## config.mk

```make
export PLATFORM = sky130hd
export DESIGN_NAME = mul_add_16bit_seq
export DESIGN_NICKNAME = d
export VERILOG_FILES = /design/src/rtl/div_pkg.sv /design/src/rtl/mul_add_step.sv /design/src/rtl/mul_add_16bit_seq.sv
export SDC_FILE = /design/constraint.sdc
export NUM_CORES = 1
export LEC_CHECK = 0
export BUFFER_PORTS_ARGS = -buffer_cell sky130_fd_sc_hd__clkbuf_2
export CAP_MARGIN = 20
export CORE_MARGIN = 2
export CORE_UTILIZATION = 50
export DETAILED_ROUTE_END_ITERATION = 12
export GPL_TIMING_DRIVEN = 1
export PLACE_DENSITY = 0.82
export SLEW_MARGIN = 10
export SYNTH_ARGS = -nofsm -noshare
export SYNTH_HDL_FRONTEND = slang
export SYNTH_SLANG_ARGS = --single-unit
```

## constraint.sdc

```tcl
create_clock -name clk -period 7.08 [get_ports clk]
set_input_delay 1.416 -clock clk [delete_from_list [all_inputs] [get_ports clk]]
set_output_delay 1.416 -clock clk [all_outputs]
set_load 0.005 [all_outputs]
```

## src/rtl/div_pkg.sv

```systemverilog
// Shared widths, state encoding and sizing helpers for the 16/8 divider datapath
// and its multiply-add reconstruction unit.
package div_pkg;

   localparam int QW_DEF = 16;
   localparam int BW_DEF = 8;

   typedef enum logic [1:0] {
      IDLE = 2'd0,
      BUSY = 2'd1,
      DONE = 2'd2
   } state_e;

   // Accumulator holds Q*B + R without loss: QW+BW product bits plus one carry.
   function automatic int aw_calc(input int qw, input int bw);
      return qw + bw + 1;
   endfunction

   function automatic int cnt_width(input int bw);
      return ($clog2(bw) > 0) ? $clog2(bw) : 1;
   endfunction

endpackage

```

## src/rtl/mul_add_step.sv

```systemverilog
// One radix-2 shift-add step: conditionally add the multiplicand, then advance
// the multiplicand and multiplier by one bit.
module mul_add_step #(
   parameter int AW = 25,
   parameter int BW = 8
) (
   input  logic [AW-1:0] acc,
   input  logic [AW-1:0] mcand,
   input  logic [BW-1:0] mplier,
   output logic [AW-1:0] acc_nx,
   output logic [AW-1:0] mcand_nx,
   output logic [BW-1:0] mplier_nx
);

   always_comb begin
      acc_nx    = mplier[0] ? (acc + mcand) : acc;
      mcand_nx  = mcand << 1;
      mplier_nx = mplier >> 1;
   end

endmodule

```

## src/rtl/mul_add_16bit_seq.sv

```systemverilog
// Rebuilds a dividend A = Q*B + R one multiplier bit per clock and flags
// quotient/remainder pairs that no legal 16/8 division could have produced.
module mul_add_16bit_seq
   import div_pkg::*;
#(
   parameter int QW = QW_DEF,
   parameter int BW = BW_DEF
) (
   input  logic          clk,
   input  logic          rst_n,
   input  logic          in_valid,
   output logic          in_ready,
   input  logic [QW-1:0] q,
   input  logic [BW-1:0] b,
   input  logic [QW-1:0] r,
   output logic          out_valid,
   input  logic          out_ready,
   output logic [QW-1:0] a,
   output logic          ovf,
   output logic          rem_err
);

   localparam int AW = aw_calc(QW, BW);
   localparam int CW = cnt_width(BW);
   localparam logic [CW-1:0] CNT_LAST = CW'(BW - 1);

   state_e        state_q, state_d;
   logic [AW-1:0] acc_q, acc_d;
   logic [AW-1:0] mcand_q, mcand_d;
   logic [BW-1:0] mplier_q, mplier_d;
   logic [CW-1:0] cnt_q, cnt_d;
   logic          out_valid_q, out_valid_d;
   logic [QW-1:0] a_q, a_d;
   logic          ovf_q, ovf_d;
   logic          rem_err_q, rem_err_d;

   logic [AW-1:0] acc_nx;
   logic [AW-1:0] mcand_nx;
   logic [BW-1:0] mplier_nx;

   mul_add_step #(
      .AW (AW),
      .BW (BW)
   ) u_step (
      .acc       (acc_q),
      .mcand     (mcand_q),
      .mplier    (mplier_q),
      .acc_nx    (acc_nx),
      .mcand_nx  (mcand_nx),
      .mplier_nx (mplier_nx)
   );

   assign in_ready = (state_q == IDLE);

   always_comb begin
      // NOTE: every next-value signal is defaulted to its current value first,
      // so no path through the case leaves one unassigned and no latch is inferred.
      state_d     = state_q;
      acc_d       = acc_q;
      mcand_d     = mcand_q;
      mplier_d    = mplier_q;
      cnt_d       = cnt_q;
      out_valid_d = out_valid_q;
      a_d         = a_q;
      ovf_d       = ovf_q;
      rem_err_d   = rem_err_q;

      unique case (state_q)
         IDLE: begin
            if (in_valid) begin
               state_d   = BUSY;
               acc_d     = AW'(r);
               mcand_d   = AW'(q);
               mplier_d  = b;
               cnt_d     = '0;
               rem_err_d = (b == '0) || (r >= QW'(b));
            end
         end
         BUSY: begin
            acc_d    = acc_nx;
            mcand_d  = mcand_nx;
            mplier_d = mplier_nx;
            cnt_d    = cnt_q + CW'(1);
            // Last step: publish the final sum directly from the adder output.
            if (cnt_q == CNT_LAST) begin
               state_d     = DONE;
               out_valid_d = 1'b1;
               a_d         = acc_nx[QW-1:0];
               ovf_d       = |acc_nx[AW-1:QW];
            end
         end
         DONE: begin
            if (out_ready) begin
               state_d     = IDLE;
               out_valid_d = 1'b0;
            end
         end
         default: begin
            state_d = IDLE;
         end
      endcase
   end

   // NOTE: sequential state uses non-blocking assignments so every flop samples
   // the pre-edge values regardless of statement order.
   always_ff @(posedge clk or negedge rst_n) begin
      if (!rst_n) begin
         state_q     <= IDLE;
         acc_q       <= '0;
         mcand_q     <= '0;
         mplier_q    <= '0;
         cnt_q       <= '0;
         out_valid_q <= 1'b0;
         a_q         <= '0;
         ovf_q       <= 1'b0;
         rem_err_q   <= 1'b0;
      end else begin
         state_q     <= state_d;
         acc_q       <= acc_d;
         mcand_q     <= mcand_d;
         mplier_q    <= mplier_d;
         cnt_q       <= cnt_d;
         out_valid_q <= out_valid_d;
         a_q         <= a_d;
         ovf_q       <= ovf_d;
         rem_err_q   <= rem_err_d;
      end
   end

   assign out_valid = out_valid_q;
   assign a         = a_q;
   assign ovf       = ovf_q;
   assign rem_err   = rem_err_q;

endmodule

```

; ---- Word level (Yosys, flattened, before mapping)
; Cells that the tools add are included.
[word_totals]
ff_bits = 82
output_inout_bits = 20
[op_classes]
add_sub_neg = 2
magnitude_cmp = 1
n_eq_ne = 6
muxes = 16
n_reduce_logical = 11
[op_table]
columns = cell, n
row1 = 25-bit case mux with 2 select lines, 2
row2 = 25-bit 2-to-1 mux, 3
row3 = 25-bit adder, 1
row4 = 16-bit by 8-bit greater-or-equal comparator with 1-bit output, 1
row5 = 8-bit case mux with 2 select lines, 1
row6 = 9-bit OR reduction, 1
row7 = 8-bit zero test, 1
row8 = 8-bit 2-to-1 mux, 1
row9 = 2-bit 2-to-1 mux, 3
row10 = "2-bit != test, second input constant", 3
row11 = 2-bit case mux with 3 select lines, 1
row12 = 3-bit case mux with 2 select lines, 1
row13 = 2-bit AND reduction, 3
row14 = 3-bit AND reduction, 2
row15 = 2-bit nonzero test, 2
row16 = "3-bit by 1-bit adder with 3-bit output, second input constant", 1
row17 = "3-bit == test, second input constant", 1
row18 = 3-bit 2-to-1 mux, 1
row19 = "2-bit by 1-bit == test with 1-bit output, second input constant", 1
row20 = "2-bit == test, second input constant", 1
row21 = 2-bit zero test, 1
row22 = 1-bit 2-to-1 mux, 2
row23 = 1-bit case mux with 2 select lines, 1
row24 = 1-bit logical OR, 1

; ---- Depth between registers and ports, before layout
; Gate-level depths: netlist (run 1).
[depth]
depth_word = 3
depth_mapped = 11

; ---- Cells and area by module
; From an unflattened synthesis (run 1), not the netlist that was laid out.
[hier_totals]
cells_unflattened = 659
area_unflattened_um2 = 5631.7
[by_module_without_submodules]
columns = module, n_inst, cells_each, area_each_um2
row1 = mul_add_16bit_seq, 1, 391, 3689.8
row2 = mul_add_step, 1, 268, 1941.9

; ---- Least setup slack after synthesis (run 1)
; Ideal clock, no wire load.
[synth_timing]
kind = register to register
from = register acc_q[0]
to = register ovf_q, in the netlist ovf
arrival_time_ns = 2.944
setup_slack_ns = 4.007
path_stages_with_launch = 12
synth_period_minus_slack_ns = 3.073
path_cell_list = dfrtp_1 > ha_1 > fa_1 > a211o_1 > a211o_1 > nor4bb_4 > o21a_4 > or3_1 > a31oi_1 > o2111ai_1 > nor4b_2 > a31oi_1
[synth_between]
elab_chain_cells = 3
[synth_rtl]
columns = item, line_no
row1 = from (decl), mul_add_16bit_seq.sv:28  ; logic [AW-1:0] acc_q, acc_d;
row2 = from (signal assigned), mul_add_16bit_seq.sv:109  ; acc_q <= '0;
row3 = from (signal assigned), mul_add_16bit_seq.sv:119  ; acc_q <= acc_d;
row4 = 25-bit adder, mul_add_step.sv:16  ; acc_nx = mplier[0] ? (acc + mcand) : acc;
row5 = 25-bit 2-to-1 mux, mul_add_step.sv:16
row6 = 9-bit OR reduction, mul_add_16bit_seq.sv:89  ; ovf_d = |acc_nx[AW-1:QW];
row7 = to (signal assigned), mul_add_16bit_seq.sv:125  ; ovf_q <= ovf_d;
row8 = to (decl), mul_add_16bit_seq.sv:34  ; logic ovf_q, ovf_d;
; Every way passes these cells.
; A chain may end at the register's enable or synchronous reset.

; ---- Final worst setup path (run 1)
; Same ends and word-level chain as after synthesis.

==> impl_results.md, run 1 <==
* Lkg Pwr at ~2.8 nW
* Top sig layer: met4
* WHS Path Cells at 2
* Clk Latency, worst-skew pair at about 360 ps
* Worst hold path class: reg2reg
* Via density at just under 6
* Kind of end point of the critical path: flip-flop
* # setup viols final at 0
* Stages on the worst setup path at 11
* Clock buffer count from CTS at 9
* Post-layout instance count excluding filler cells at just under 800
* Antenna viol nets, final at 0
* Int Pwr at about 1.7 mW
* Combinational fraction of design power at between 60% and 70%
* Vias in the first global route at approximately 4400
* First drt pass iteration count at 6
* Die Height at approximately 110 microns
* CP delay by family, top: compound AO/OA/AOI/OAI gates
* Achievable Freq at 300.5 MHz
* # Max-Cap Violations at 0
* Main combinational cell family by area after synthesis: simple AND/OR/NAND/NOR gates
* DRC at 0
* ANT cells at 0
* Reg power frac at 27.3%
* Switching share of total power at between 40% and 50%
* DRT iter0 DRCs at ~320
* Gp weighted congestion at roughly 0.96
* R2R depth at 11
* Synth-to-Final Area Change at 12.57%
* Met3 routed wirelength at ~930 microns
* Crit-path slowest cell: dfrtp_1
* First-pass GRT wire length at ~22000 microns
* Worst setup path startpoint: acc_q[0]
* Max H-tree Level at 3
* Total track usage at approximately a quarter
* Post-synthesis register bit count at between 80 and 90
* Startpoint types: flip-flop
* Relative slew slack at a little under a third
* WL/cell at about 17 microns
* Share of post-route cells with drive strength above 1 at between 10% and 20%
* Post-synthesis cell type with the largest combined area: dfrtp_1
* Congestion Overflow GR at 0
* Main synth FF type: dfrtp_1
* Peak supply drop at about 250 uV
* Seq/Total Area, Yosys at between 40% and 50%
* Yosys top cell area share at approximately 40%
* Met2 wire length at 5591 microns
* Clock Sinks at 82
* Worst path buffer plus inverter count at 0
* Post-Synth XOR/XNOR Area at between 3 and 4%
* Rows at 36
* Met1 WL at 6226 microns
* Async set-or-reset flop fraction in the synthesized netlist at between 90% and 100%
* Clock network power share at ~11%
* Mux cell area share after synthesis at about 3.4%
* P per Cell Area at 563.6 nW/um^2
* Hold path start: a[1]
* Initial antenna violation count at 0
* Worst Tran Pin Value at 1036 ps
* Mapped Cells at 600
* Detailed Route WL at ~13000 microns
* Final hold vios at 0
* Unrepaired setup endpoints after global routing: no
* CORE AREA at 9864 sq um
* Mean Syn Cell Area at 8.508 sq um
* Ports at 64
* Crit Path Class: reg2reg
* IO buf count at 63
* DP Cell Count at between 700 and 800
* Largest cells by area after synthesis: dfrtp_1 40%, nand2_1 9.3%, ha_1 8.3%
* Post-DP HPWL at approximately 9500 microns
* Post CTS Setup Buffer Count at 0
* Final min period at 3328 ps
* Max-slew violations at 0
* Simple logic cell fraction of the synthesized area at between 20% and 30%
* Crit-path max FO at 4
* Post_cts resized at 0
* Synth Area in Compound Gates at between 20 and 25%
* Die width at around 110 microns
* Root Buffer: clkbuf_8
* Period utilisation layout at 47.01%
* Max incr delay on CP at roughly 420 ps
* Synth Warn # at 0
* Hold-fix buffers at CTS at 0
* EDFF count, synth at 0
* Switching Power at 1.570 mW
* DIE AREA at roughly 11000 sq um
* Mapped Nets at between 600 and 700
* Largest net degree at the start of global routing at 83
* Worst r2r src: acc_q[0]
* Mapped cell area at ~5100 sq um
* Vias at 4644
* CP arrival at between 3000 and 4000 ps
* Most numerous cell in the Yosys netlist: nand2_1
* CP Cell Sequence: ha_1 -> fa_1 -> a211o_1 -> a211o_1 -> nor4bb_4 -> o21a_4 -> or3_1 -> a31oi_1 -> o2111ai_1 -> nor4b_2 -> a31oi_1
* Max Clock Skew at approximately 14 ps
* Clock-pin slew on the worst setup and hold paths at 90 ps
* Synth cell count leaders: 127 x nand2_1, 82 x dfrtp_1, 45 x nor2_1
* Max clock buf depth at 2
* Critical Path RT at approximately 7300 ps
* Fin Setup TNS at 0 ps
* Power Total at approximately 3.2 mW
* Netlist cell types at 53
* Status: finished, final reports clean
* TritonCTS clock tree: done
* Initial cell density of the core at 51.75%
* Adder-cell share of the synthesized area at under 10%
* Final nets at 728
## worst min-delay path: cells and delay by family (launching register included)
| family | cells | cell delay, ps |
|---|---|---|
| AO/OA/AOI/OAI | 1 | 60 |
| flip-flops | 1 | 350 |
| AND/OR/NAND/NOR | 1 | 50 |
## metrics by stage
stage / hold WS (ps) / instance area (sq um) / setup slack [ps] / utilization (%)
finish: 486.7 / 5747 / 3752 / 58.26
global route: 513.8 / 5747 / 3591 / 58.26
CTS: 491.3 / 5727 / 3766 / 58.05
detailed placement: 470.9 / 5513 / 3786 / 55.89
global placement: 461.5 / 5513 / 3865 / 55.89
floorplan: 449.7 / 5105 / 4007 / -
## cells in the final DEF (no fill, tap or decap), drive strengths merged, types with 10 or more instances in the layout
cell type | Yosys | routed
a21o | 12 | 12
a21oi | 32 | 32
a22oi | 13 | 13
a31oi | 27 | 27
clkbuf | 29 | 73
dfrtp | 82 | 82
ha | 34 | 34
inv | 19 | 19
mux2i | 15 | 15
nand2 | 127 | 127
nand3 | 24 | 24
nor2 | 45 | 45
nor3 | 10 | 10
o21ai | 44 | 44
xnor2 | 12 | 12
## power by group through the flow
stage	combinational (mW)	sequential, mW	clock (mW)
after global placement	1.89	0.876	0
after detailed placement	1.95	0.886	0
after floorplan	1.50	0.828	0
final	1.99	0.883	0.361
after CTS	1.97	0.879	0.362
after global routing	2.23	0.909	0.383
## final cells by class
cell class,instances,area (sq um)
Fill cell,863,4118
Multi-Input combinational cell,468,2868
Sequential cell,82,2052
Timing Repair Buffer,69,375.4
Tap cell,133,166.4
Clock buffer,11,151.4
Inverter,19,71.32
Clock inverter,5,62.56
## layer usage
layer / global-route usage, % / vias up
met1: 37.27 / 2192
met2: 36.50 / 192
met4: 10.29 / 0
met3: 3.493 / 31
met5: 0 / -
li1: - / 2229
## registers in the layout, indices dropped and copies added, names as in the netlist
| name | cells |
|---|---|
| rem_err | 1 |
| state_q | 2 |
| mcand_q | 25 |
| mplier_q | 8 |
| acc_q | 25 |
| cnt_q | 3 |
| out_valid | 1 |
| ovf | 1 |
| a | 16 |
## logic make-up (layout without fill, tap and decap cells)
family,after synthesis,count (layout)
AO/OA/AOI/OAI,159,159
XOR/XNOR,18,18
adder cells (fa/ha/maj),35,35
buffers and inverters,50,104
flip-flops,82,82
multiplexers,16,16
AND/OR/NAND/NOR,240,240
## worst paths after layout
kind,end,slack (ps)
worst max-delay path,ovf,3750
worst min-delay path,a[1],490
worst max register to register,ovf,3750
worst min register to register,a[1],490
max in group asynchronous,acc_q[18],5440
min in group asynchronous,mplier_q[7],1020
Note: power is estimated with default switching activity, not from simulation.
==> run 2: changes to the inputs <==
ABC_AREA = 1   (was unset)
PLACE_DENSITY = 0.85   (was 0.82)
clock period = 2.74 ns   (was 7.08 ns; I/O delays follow)
==> run 2 against run 1 <==
Final cell count is 25% higher; count of clock-buffer cells in the layout is 2 lower; die area is 8.9% higher; critical path type unchanged.
==> impl_results.md, run 2 <==
* Post CTS Setup Buffer Count at 0 (unchanged)
* Lkg Pwr at 3.373 nW (was 2.843 nW)
* DIE AREA at 12020 sq um (was 11030 sq um)
* CORE AREA at 10840 sq um (was 9864 sq um)
* Root Buffer: clkbuf_8 (unchanged)
* Peak supply drop at 829.7 uV (was 246.2 uV)
* Post_cts resized at 0 (unchanged)
* Startpoint types: flip-flop (unchanged)
* Most numerous cell in the Yosys netlist: nand2_1 (unchanged)
* Post-layout instance count excluding filler cells at 983 (was 787)
* Max Clock Skew at 11.72 ps (was 14.24 ps)
* Crit Path Class: reg2reg (unchanged)
* Via density at 5.448 (was 5.901)
* Worst r2r src: acc_q[0] (unchanged)
* Post-synthesis register bit count at 82 (unchanged)
* Largest cells by area after synthesis: dfrtp_1 37%, nand2_1 17%, inv_1 8.6% (was dfrtp_1 40%, nand2_1 9.3%, ha_1 8.3%)
* Kind of end point of the critical path: flip-flop (unchanged)
* Post-DP HPWL at 11420 microns (was 9541 microns)
* Max H-tree Level at 3 (unchanged)
* Clock buffer count from CTS at 9 (unchanged)
* CP arrival at 2620 ps (was 3570 ps)
* Period utilisation layout at 86.11% (was 47.01%)
* Netlist cell types at 38 (was 53)
* Largest net degree at the start of global routing at 44 (was 83)
* Gp weighted congestion at 1.029 (was 0.9588)
* R2R depth at 16 (was 11)
* Worst hold path class: in2async (was reg2reg)
* ANT cells at 0 (unchanged)
* Worst Tran Pin Value at 855.8 ps (was 1036 ps)
* Clk Latency, worst-skew pair at 370 ps (was 360 ps)
* Mapped cell area at 5578 sq um (was 5105 sq um)
* Achievable Freq at 423.8 MHz (was 300.5 MHz)
* Max clock buf depth at 2 (unchanged)
* # setup viols final at 0 (unchanged)
* First-pass GRT wire length at 24190 microns (was 22060 microns)
* Final min period at 2359 ps (was 3328 ps)
* Worst setup path startpoint: acc_q[0] (unchanged)
* EDFF count, synth at 0 (unchanged)
* Die width at 109.6 microns (was 105.0 microns)
* Power Total at 9.265 mW (was 3.239 mW)
* Commonest non-fill, non-tap cells in the layout: 246 x nand2_1, 128 x inv_1, 82 x dfrtp_1 (was 126 x nand2_1, 82 x dfrtp_1, 62 x clkbuf_2)
* Detailed Route WL at 14750 microns (was 13090 microns)
* Initial cell density of the core at 51.45% (was 51.75%)
* Clock-pin slew on the worst setup and hold paths at 90 ps (about the same)
* Yosys top cell area share at 36.79% (was 40.20%)
* Worst R2R End: ovf (unchanged)
* Synth Warn # at 0 (unchanged)
* Status: finished, final reports clean (unchanged)
* Mean Syn Cell Area at 7.133 sq um (was 8.508 sq um)
* DP Cell Count at 967 (was 770)
* Critical Path Sink: ovf (unchanged)
* Total track usage at 26.09% (was 25.04%)
* TritonCTS clock tree: done (unchanged)
* Async set-or-reset flop fraction in the synthesized netlist at 100.0% (unchanged)
* Antenna viol nets, final at 0 (unchanged)
* Congestion Overflow GR at 0 (unchanged)
* # Max-Cap Violations at 0 (unchanged)
* DRT iter0 DRCs at 418 (was 319)
* Crit-path max FO at 3 (was 4)
* First drt pass iteration count at 5 (was 6)
* Ports at 64 (unchanged)
* DRC at 0 (unchanged)
* WL/cell at 15.00 microns (was 16.64 microns)
* Synth cell count leaders: 246 x nand2_1, 128 x inv_1, 82 x dfrtp_1 (was 127 x nand2_1, 82 x dfrtp_1, 45 x nor2_1)
* Mapped Nets at 861 (was 679)
* IO buf count at 63 (unchanged)
* Share of post-route cells with drive strength above 1 at 13.52% (was 14.53%)
* Clock Sinks at 82 (unchanged)
* Relative slew slack at 42.88% (was 30.70%)
* Critical Path RT at 3000 ps (was 7320 ps)
* Unrepaired setup endpoints after global routing: no (unchanged)
* Hold-fix buffers at CTS at 0 (unchanged)
* Synth-to-Final Area Change at 11.93% (was 12.57%)
* P per Cell Area at 1484 nW/um^2 (was 563.6 nW/um^2)
* Vias in the first global route at 5074 (was 4398)
* Seq/Total Area, Yosys at 36.79% (was 40.20%)
* Main synth FF type: dfrtp_1 (unchanged)
* Flop-to-flop setup slack at 380 ps (was 3750 ps)
* Vias at 5355 (was 4644)
* Post-synthesis cell type with the largest combined area: dfrtp_1 (unchanged)
* Fin Setup TNS at 0 ps (unchanged)
* Final nets at 917 (was 728)
* Most common cell after layout, fill and taps aside: nand2_1 (unchanged)
* Final core utilization at 57.59% (was 58.26%)
* Mapped Cells at 782 (was 600)
* Die Height at 109.6 microns (was 105.0 microns)
* Rows at 38 (was 36)
* Max-slew violations at 0 (unchanged)
* Final hold vios at 0 (unchanged)
* Initial antenna violation count at 0 (unchanged)
-- run 2: cell types whose count changed after synthesis, sizes merged, moves of 10 or more --
cell / previous run / this run
nand2: 127 / 255
inv: 19 / 131
a31oi: 27 / 2
o22ai: 0 / 17
a221oi: 0 / 15
clkbuf: 29 / 14
o211ai: 3 / 18
mux2i: 15 / 1
a22oi: 13 / 0
a21o: 12 / 1
a21oi: 32 / 21
buf: 2 / 12
-- run 2: kinds of logic after synthesis --
logic type                 share of synthesized area [%]
and+or+nand+nor                                    27.59
buffers and inverters                              10.83
AOI/OAI and AO/OA                                  14.42
DFF                                                36.79
adders and majority gates                          7.986
xor gates and xnor gates                           2.198
muxes                                             0.1795
-- run 2: how the worst min path moves through the flow --
| stage | start | slack (ps) | endpoint |
|---|---|---|---|
| after floorplan | rst_n | 250 | a[0] |
| after global placement | a[0] | 460 | a[0] |
| after detailed placement | a[0] | 470 | a[0] |
| after CTS | rst_n | 180 | a[15] |
| after global routing | rst_n | 210 | state_q[0] |
| final | rst_n | 170 | mplier_q[4] |
-- run 2: metal layers --
metal | GRT usage, % | up-vias | routed length (microns)
met1 | 35.78 | 2439 | 6463
met5 | 0 | - | 0
met3 | 5.572 | 28 | 1220
met2 | 41.31 | 237 | 6722
li1 | - | 2651 | -
met4 | 8.409 | 0 | 342
-- run 2: per-stage QoR --
step / cell area [sq um] / setup slack [ps] / hold WS, ps
after floorplan: 5578 / 695.6 / 252.4
after global placement: 6042 / 464.4 / 456.2
after detailed placement: 6042 / 426.8 / 471.3
after CTS: 6243 / 398.6 / 177.5
after global routing: 6243 / 149.2 / 212.8
final: 6243 / 380.5 / 174.5
-- run 2: cell type report --
cell class | instances | area [sq um]
clock inverter | 7 | 77.57
fill | 1006 | 4597
tap | 140 | 175.2
sequential | 82 | 2052
multi-input combinational | 542 | 2929
inverter | 132 | 495.5
clock buffer | 9 | 123.9
timing repair buffer | 71 | 390.4
-- run 2: report_power, final --
group | internal (mW) | switching [mW]
clock network | 0.429 | 0.499
logic | 2.17 | 3.94
registers | 1.81 | 0.415
total | 4.41 | 4.85
-- run 2: critical path: stages, from the launching register on --
cell and delay [ps]:
dfrtp_1 390, ha_1 260, fa_1 420, nand2_1 90, nand2_1 100, nand3_1 80, nand2_1 130, nand2_1 130
nand3_1 80, nand2_1 60, nand3_1 60, nand2_1 90, nand2_1 70, nor2_2 90, nand3_1 80, nand2_1 70
nand2_1 40
==> run 3: changes to the inputs <==
==> constraint.sdc (replaced) <==
create_clock -name clk -period 2.74 [get_ports clk]
set_input_delay 0 -clock clk [delete_from_list [all_inputs] [get_ports clk]]
set_output_delay 0 -clock clk [all_outputs]
set_load 0.005 [all_outputs]
==> run 3 against run 2 <==
The run now ends with negative hold slack left; first-iteration DRC count grew 25%; global-route usage is 2.5 points higher; clock skew fell by 0.74 ps; final area increased by 5.9%; fmax fell by 2.5%.
==> impl_results.md, run 3 (synthesis gave the netlist of run 2 again) <==
* Detailed Route WL at 15940 microns (was 14750 microns)
* Clk Latency, worst-skew pair at 390 ps (was 370 ps)
* Startpoint types: flip-flop (unchanged)
* Fillcell total at 932 (was 1006)
* Critical Path RT at 3010 ps (was 3000 ps)
* TritonCTS clock tree: done (unchanged)
* DRC at 0 (unchanged)
* Vias in the first global route at 5466 (was 5074)
* IO buf count at 63 (unchanged)
* Max Clock Skew at 10.98 ps (was 11.72 ps)
* Synth-to-Final Area Change at 18.48% (was 11.93%)
* Clock Sinks at 82 (unchanged)
* Via density at 5.562 (was 5.448)
* Commonest non-fill, non-tap cells in the layout: 246 x nand2_1, 128 x inv_1, 82 x dfrtp_1 (unchanged)
* DRT iter0 DRCs at 522 (was 418)
* Vias at 5651 (was 5355)
* Clock buffer count from CTS at 9 (unchanged)
* Peak supply drop at 771.2 uV (was 829.7 uV)
* WL/cell at 15.69 microns (was 15.00 microns)
* CP arrival at 2690 ps (was 2620 ps)
* Crit Path Class: reg2reg (unchanged)
* Worst hold slack at -4.613 ps (was 174.5 ps)
* Congestion Overflow GR at 0 (unchanged)
* Dpl ws at 390.9 ps (was 426.8 ps)
* Rows at 38 (unchanged)
* Die Height at 109.6 microns (unchanged)
* Achievable Freq at 413.0 MHz (was 423.8 MHz)
* Die width at 109.6 microns (unchanged)
* Relative slew slack at 43.43% (was 42.88%)
* Max H-tree Level at 3 (unchanged)
* First drt pass iteration count at 6 (was 5)
* # setup viols final at 0 (unchanged)
* Max clock buf depth at 2 (unchanged)
* Gp weighted congestion at 1.006 (was 1.029)
* Share of post-route cells with drive strength above 1 at 12.90% (was 13.52%)
* Status: finished, violations left (was finished, final reports clean)
* P per Cell Area at 1440 nW/um^2 (was 1484 nW/um^2)
* Fin Setup TNS at 0 ps (unchanged)
* Max incr delay on CP at 450 ps (was 420 ps)
* Lkg Pwr at 3.525 nW (was 3.373 nW)
* Hold-fix buffers at CTS at 34 (was 0)
* Final hold vios at 4 (was 0)
* Post_cts resized at 0 (unchanged)
* Crit-path slowest cell: fa_1 (unchanged)
* Largest net degree at the start of global routing at 83 (was 44)
* Ports at 64 (unchanged)
* CP dominant cell by count: nand2_1 (unchanged)
* First-pass GRT wire length at 26430 microns (was 24190 microns)
* CP Cell Sequence: ha_1 -> fa_1 -> nand2_1 -> nand2_1 -> nand3_2 -> nand2_2 -> nand2_2 -> nand2_1 -> nand2_1 -> nand3_1 -> nand2_1 -> nand3_1 -> nor2_1 -> nand3_1 -> nand2_1 -> nand2_1 (was ha_1 -> fa_1 -> nand2_1 -> nand2_1 -> nand3_1 -> nand2_1 -> nand2_1 -> nand3_1 -> nand2_1 -> nand3_1 -> nand2_1 -> nand2_1 -> nor2_2 -> nand3_1 -> nand2_1 -> nand2_1)
* Worst path buffer plus inverter count at 0 (unchanged)
* DIE AREA at 12020 sq um (unchanged)
* Post-DP HPWL at 11290 microns (was 11420 microns)
* CP delay by family, top: simple AND/OR/NAND/NOR gates (unchanged)
* Worst Tran Pin Value at 847.6 ps (was 855.8 ps)
* Antenna viol nets, final at 0 (unchanged)
* Unrepaired setup endpoints after global routing: no (unchanged)
* Final min period at 2421 ps (was 2359 ps)
* Final nets at 950 (was 917)
* Max-slew violations at 0 (unchanged)
* Period utilisation layout at 88.36% (was 86.11%)
* Worst hold path class: in2reg (was in2async)
* Root Buffer: clkbuf_8 (unchanged)
* Initial antenna violation count at 0 (unchanged)
* Crit-path max FO at 3 (unchanged)
* Final WS setup at 318.8 ps (was 380.5 ps)
* Initial cell density of the core at 51.45% (unchanged)
* Kind of end point of the critical path: flip-flop (unchanged)
* Failing checks: negative hold slack
* Most common cell after layout, fill and taps aside: nand2_1 (unchanged)
* ANT cells at 0 (unchanged)
* Post CTS Setup Buffer Count at 0 (unchanged)
* Clock-pin slew on the worst setup and hold paths at 100 ps (was 90 ps)
* Total track usage at 28.55% (was 26.09%)
* # Max-Cap Violations at 0 (unchanged)
* CORE AREA at 10840 sq um (unchanged)
run 3: changes by cell type in the layout (fill, tap and decap cells not counted):
cell,delta
clkinv_4,-2
bufinv_16,+1
clkinv_2,-1
clkbuf_8,+1
inv_8,+1
buf_4,-1
dlygate4sd3_1,+34
run 3: area by class of cell:
type	count	area, sq um	share of cell area, %
sequential	82	2052	31.05
clock inverter	6	96.34	1.458
multi-input combinational	542	2929	44.32
timing repair buffer	104	723.2	10.94
clock buffer	10	137.6	2.083
tap	140	175.2	2.651
inverter	132	495.5	7.497
run 3: worst register-to-register path, delay by kind of cell (launching register included):
family                   cells  cell delay (ps)
AND/OR/NAND/NOR             14             1180
adder cells (fa/ha/maj)      2              730
flip-flops                   1              390
run 3: metrics by stage:
stage	util (%)	std cells	hold slack [ps]	power (mW)	instance area, sq um
after floorplan	-	782	-295.6	6.709	5578
after global placement	55.48	965	205.2	8.078	6015
after detailed placement	55.48	965	225.4	8.237	6015
after CTS	60.78	1015	0.1141	9.381	6589
after global routing	60.96	1016	1.034	10.44	6609
final	60.96	1016	-4.613	9.519	6609
run 3: worst paths after layout:
kind	slack [ps]	endpoint	cells past startpoint	startpoint
setup / recovery	320	ovf	16	acc_q[0]
hold / removal	-5	mcand_q[15]	3	q[15]
setup reg to reg	320	ovf	16	acc_q[0]
max in group asynchronous	2000	acc_q[14]	3	rst_n
min in group asynchronous	130	a[12]	2	rst_n
hold reg to reg	490	a[5]	2	a[5]
run 3: metal layers:
| metal | up-vias | track usage, % | wire length (microns) | part of all wire [%] |
|---|---|---|---|---|
| met5 | - | 0 | 0 | 0 |
| met4 | 0 | 14.10 | 806 | 5.1 |
| met3 | 72 | 7.172 | 1437 | 9.0 |
| met2 | 298 | 43.83 | 7127 | 45 |
| met1 | 2576 | 37.55 | 6569 | 41 |
| li1 | 2705 | - | - | - |
run 3: power by group:
| part | internal [mW] | switching [mW] | total (mW) |
|---|---|---|---|
| Sequential | 1.81 | 0.426 | 2.24 |
| Combinational | 2.21 | 4.02 | 6.23 |
| Clock | 0.551 | 0.507 | 1.06 |
| Total | 4.57 | 4.95 | 9.52 |
